### src/rtl/i2c_wb_regs.sv
// Wishbone classic register bank for an I2C core: ack and read data one cycle after strobe, writes commit in the ack cycle.
// Optional interrupt logic is built when I2C_WB_IRQ_EN is defined; otherwise IRQ_EN reads 0 and o_irq is tied low.
module i2c_wb_regs #(
    parameter logic [15:0] CLK_DIV_RESET = 16'd100
) (
    input  logic        clk,
    input  logic        rst,
    input  logic [5:0]  i_wb_adr,
    input  logic [31:0] i_wb_dat,
    input  logic [3:0]  i_wb_sel,
    input  logic        i_wb_we,
    input  logic        i_wb_cyc,
    input  logic        i_wb_stb,
    output logic [31:0] o_wb_rdt,
    output logic        o_wb_ack,
    output logic [7:0]  clk_div_lo,
    output logic [7:0]  clk_div_hi,
    output logic [7:0]  tx,
    output logic [7:0]  ctrl,
    input  logic [7:0]  rx,
    input  logic [7:0]  status,
    output logic        o_irq
);
    localparam logic [7:0] CTRL_KEEP  = 8'h93;
    localparam logic [7:0] CTRL_PULSE = 8'h6C;

    logic [2:0] idx;
    logic [7:0] wd;
    logic       req;
    logic       wr;
    logic       wr_status;
    logic [7:0] ctrl_keep;
    logic [7:0] ctrl_pulse;
    logic [7:0] rx_q;
    logic [7:0] rd_val;
    logic [2:0] status_q;
    logic       done_sticky;
    logic       nack_sticky;
    logic       done_rise;
    logic       nack_rise;
    logic       unused_bits;

    assign idx       = i_wb_adr[4:2];
    assign wd        = i_wb_dat[7:0];
    assign req       = i_wb_cyc & i_wb_stb & ~o_wb_ack;
    // Gating with cyc/stb in the ack cycle makes an abandoned transfer side-effect free.
    assign wr        = o_wb_ack & i_wb_cyc & i_wb_stb & i_wb_we & i_wb_sel[0];
    assign wr_status = wr && (idx == 3'd5);
    assign ctrl      = ctrl_keep | ctrl_pulse;
    assign done_rise = status[1] & ~status_q[1];
    assign nack_rise = status[2] & ~status_q[2];

    assign unused_bits = &{1'b0, i_wb_adr[5], i_wb_adr[1:0], i_wb_dat[31:8],
                           i_wb_sel[3:1], status[7:3]};

`ifdef I2C_WB_IRQ_EN
    logic [7:0] irq_en;

    always_ff @(posedge clk) begin
        if (rst) begin
            irq_en <= 8'h00;
            o_irq  <= 1'b0;
        end else begin
            if (wr && (idx == 3'd6))
                irq_en <= wd;
            o_irq <= (done_sticky & irq_en[0]) | (nack_sticky & irq_en[1]);
        end
    end
`else
    assign o_irq = 1'b0;
`endif

    always_comb begin
        rd_val = 8'h00;
        case (idx)
            3'd0: rd_val = clk_div_lo;
            3'd1: rd_val = clk_div_hi;
            3'd2: rd_val = tx;
            3'd3: rd_val = rx_q;
            3'd4: rd_val = ctrl_keep;
            3'd5: rd_val = {3'b000, nack_sticky, done_sticky, status[2:0]};
`ifdef I2C_WB_IRQ_EN
            3'd6: rd_val = irq_en;
`endif
            default: rd_val = 8'h00;
        endcase
    end

    always_ff @(posedge clk) begin
        if (rst) begin
            o_wb_ack    <= 1'b0;
            o_wb_rdt    <= 32'h0;
            clk_div_lo  <= CLK_DIV_RESET[7:0];
            clk_div_hi  <= CLK_DIV_RESET[15:8];
            tx          <= 8'h00;
            ctrl_keep   <= 8'h00;
            ctrl_pulse  <= 8'h00;
            rx_q        <= 8'h00;
            status_q    <= 3'b000;
            done_sticky <= 1'b0;
            nack_sticky <= 1'b0;
        end else begin
            o_wb_ack   <= req;
            o_wb_rdt   <= req ? {24'h0, rd_val} : 32'h0;
            status_q   <= status[2:0];
            ctrl_pulse <= 8'h00;
            if (wr) begin
                case (idx)
                    3'd0: clk_div_lo <= wd;
                    3'd1: clk_div_hi <= wd;
                    3'd2: tx         <= wd;
                    3'd4: begin
                        ctrl_keep  <= wd & CTRL_KEEP;
                        ctrl_pulse <= wd & CTRL_PULSE;
                    end
                    default: ;
                endcase
            end
            if (done_rise)
                rx_q <= rx;
            // A new event in the same cycle as a write-1-to-clear keeps the sticky bit set.
            done_sticky <= done_rise | (done_sticky & ~(wr_status & wd[3]));
            nack_sticky <= nack_rise | (nack_sticky & ~(wr_status & wd[4]));
        end
    end
endmodule
### config.mk
export PLATFORM = sky130hd
export DESIGN_NAME = i2c_wb_regs
export DESIGN_NICKNAME = d
export VERILOG_FILES = /design/src/rtl/i2c_wb_regs.sv
export SDC_FILE = /design/constraint.sdc
export NUM_CORES = 1
export LEC_CHECK = 0
export ABC_AREA = 1
export CAP_MARGIN = 20
export CORE_AREA = 4 4 81 83
export DETAILED_ROUTE_END_ITERATION = 7
export DIE_AREA = 0 0 85 87
export PLACE_DENSITY = 0.83
export SLEW_MARGIN = 30
export SYNTH_ARGS = -nofsm -noshare
export SYNTH_HDL_FRONTEND = slang
export SYNTH_SLANG_ARGS = --single-unit
### constraint.sdc
create_clock -name clk -period 4.35 [get_ports clk]
set_clock_uncertainty 0.2 [all_clocks]
set_input_delay 1.0875 -clock clk [delete_from_list [all_inputs] [get_ports clk]]
set_output_delay 1.0875 -clock clk [all_outputs]
set_load 0.02 [all_outputs]
==> summary.log <==
[finish] leading cell type in the layout, fill and taps excluded nor2_1
[timing] Max-slew headroom 0.388
[clock_tree] Clock Sink Count 53
[route] Iteration-0 DRC Markers 208
[run] Max Cap Viol 0
[timing] final hold violation count 0
[clock_tree] number of H-tree levels 2
[route] Total Wirelength 6.30 mm
[synthesis] post-synthesis cell type count 27
[die] num rows 28
[status] result of the run completed
[worst_hold_path] Worst Min Path Start status_q[2]
[route] vias 2,248
[route] post-detailed-route DRC marker count 0
[synthesis] cell accounting for the most synthesized area dfxtp_1
[placement] half-perimeter wire length after placement 4.69 mm
[synthesis] top-area cell type share of the netlist area 0.445
[worst_hold_path] type of the most critical hold path flop to flop
[worst_setup_path] largest fanout of any net on the critical path 19
[die] initial core utilization 0.407
[clock_tree] clock transition at the register clock pins on the worst setup and hold paths after CTS 100 ps
[finish] number of antenna repair diodes 0
[finish] end-of-flow core utilization 0.530
[clock_tree] Inserted Clock Buffers 5
[clock_tree] clock tree from TritonCTS done
[route] average vias per placed instance 4.89
[global_route] pin count of the biggest net entering global routing 40
[synthesis] number of storage elements in the synthesis netlist 53
[timing] aggregate negative setup slack 0 ps
[timing] final clock period utilization by the worst path 0.680
[clock_tree] count of buffers added by post-CTS timing repair for setup 0
[route] post-route antenna net violation count 0
[pwr] P per Cell Area 303 nW/um^2
[finish] fraction of final layout cells sized beyond drive strength 1 0.0701
[die] total die area 7400 sq um
[route] DR pass1 iterations 4
[finish] Final nets 447
[synthesis] mux share of post-synthesis cell area 0
[timing] RSZ-0062 raised after global routing false
[worst_setup_path] worst setup path startpoint i_wb_adr[4]
[synthesis] area share of xor/xnor cells in the synthesized design 0
[worst_setup_path] startpoint kind of the worst setup timing path input port
[synthesis] arithmetic-cell share of the synthesized area counting full adders, half adders and majority gates 0
[worst_setup_path] class of the most critical setup path input port to flop
[synthesis] synthesized netlist cell count 321
[synthesis] area of the mapped netlist 2380 sq um
[die] number of primary I/O pins 129
[worst_setup_path] FF-to-FF Start o_wb_ack
[synthesis] warning count from the yosys run 0
[die] height of the die 87 um
[synthesis] post-synthesis area per instance 7.42 sq um
[worst_setup_path] worst reg-to-reg path cell count 6
[global_route] total global routing track utilization 0.171
[clock_tree] maximum buffer depth of the clock tree 2
[global_route] number of antenna violations at the first check in global routing 0
[synthesis] simple-gate share of the synthesized area 0.318
[clock_tree] root buffer cell clkbuf_8
[clock_tree] insertion delay of the later-clocked pin in the worst-skew pair 310 ps
[timing] post-layout minimum cycle time 2960 ps
[global_route] total congestion overflow 0
[synthesis] Synth area leaders dfxtp_1, nor2_1, buf_4
[route] average routed wire per standard cell 13.7 um
[worst_setup_path] sort of element at the end of the critical path flop
[clock_tree] post-cts hold buffer count 0
[die] core area 5850 sq um
[timing] Setup-failing EPs final 0
[worst_hold_path] worst hold path depth 1
[synthesis] combinational family with the most area after synthesis simple AND/OR/NAND/NOR gates
[placement] quantity of I/O buffers inserted on ports 68
[finish] relative area change from synthesis to final layout 30.1%
[timing] transition time at the pin with the least slew margin 912 ps
[placement] GP Congestion 0.838
[timing] Max Clock Freq 0.338 GHz
[pwr] maximum VDD drop 0.000169 V
[finish] most frequent cells in the layout nor2_1, clkdlybuf4s50_1, dfxtp_1
[global_route] wire length of the first global-routing pass 10.1 mm
[timing] Max Transition Viols Final 0
[worst_setup_path] data required time of the critical path 4350 ps
[global_route] vias in the first global route 2,114
[synthesis] sequential element share of the synthesized area 0.445
[worst_setup_path] arrival time of data at the critical path endpoint 2960 ps
[pwr] LEAKAGE 1.31 nW
[clock_tree] number of cells upsized or downsized after cts 0
[synthesis] Compound-Gate Fraction of Synth Area 0.0914
[die] width of the chip 85 um
-- kinds of logic (layout without fill, tap and decap cells) --
| group | Yosys count | count (layout) |
|---|---|---|
| simple gates | 169 | 169 |
| buf+inv | 57 | 97 |
| flops | 53 | 53 |
| compound gates | 41 | 41 |
| other cells | 1 | 25 |
-- layout make-up --
cell class	instances	area [sq um]
fill	539	2750
multi-input combinational	235	1070
sequential	53	1060
timing repair buffer	68	681
tap	75	93.8
inverter	21	82.6
clock buffer	6	72.6
clock inverter	2	38.8
-- flip-flops by register name (all words and copies together) (netlist names) --
signal and flops:
o_wb_ack 1, done_sticky 1, ctrl_keep 4, o_wb_rdt 8, ctrl_pulse 4, tx 8
clk_div_lo 8, status_q 2, rx_q 8, clk_div_hi 8, nack_sticky 1
-- cell usage after synthesis, drive strengths merged --
cell type  instances
buf               32
conb               1
nand3             14
nor3               2
clkbuf             4
clkinv             2
o21ai             34
nand2             45
nor2              89
nand4             19
o211ai             3
dfxtp             53
a21oi              4
inv               19
-- power breakdown --
group	internal (mW)	switching [mW]
Sequential	0.494	0.00483
Clock	0.173	0.163
Combinational	0.0366	0.0679
-- final timing paths --
| check | slack [ps] | endpoint |
|---|---|---|
| worst max register to register | 2630 | clk_div_lo[3] |
| worst min register to register | 240 | nack_sticky |
| worst max-delay path | 1390 | clk_div_lo[7] |
| worst min-delay path | 240 | nack_sticky |
-- routing by layer --
| layer | routed length [um] | global-route usage |
|---|---|---|
| met4 | 106 | 0.0604 |
| met3 | 533 | 0.0492 |
| met2 | 3030 | 0.289 |
| met1 | 2630 | 0.209 |
| met5 | 0 | 0 |
-- critical path, stage by stage --
cell	delay, ps
clkdlybuf4s50_1	810
inv_2	280
nand2_2	140
inv_2	70
nand2_2	230
inv_1	160
nor2_1	130
nor2_1	60
-- through the flow --
step	cells	cell area (sq um)	hold slack, ps	setup WS (ps)	total power, mW
floorplan	345	2470	199	2180	0.591
global placement	452	2990	206	1160	0.611
detailed placement	452	2990	219	1110	0.614
CTS	460	3100	233	1410	0.941
global route	460	3100	269	1280	0.975
finish	460	3100	244	1390	0.940
Note: power is estimated with default switching activity, not from simulation.
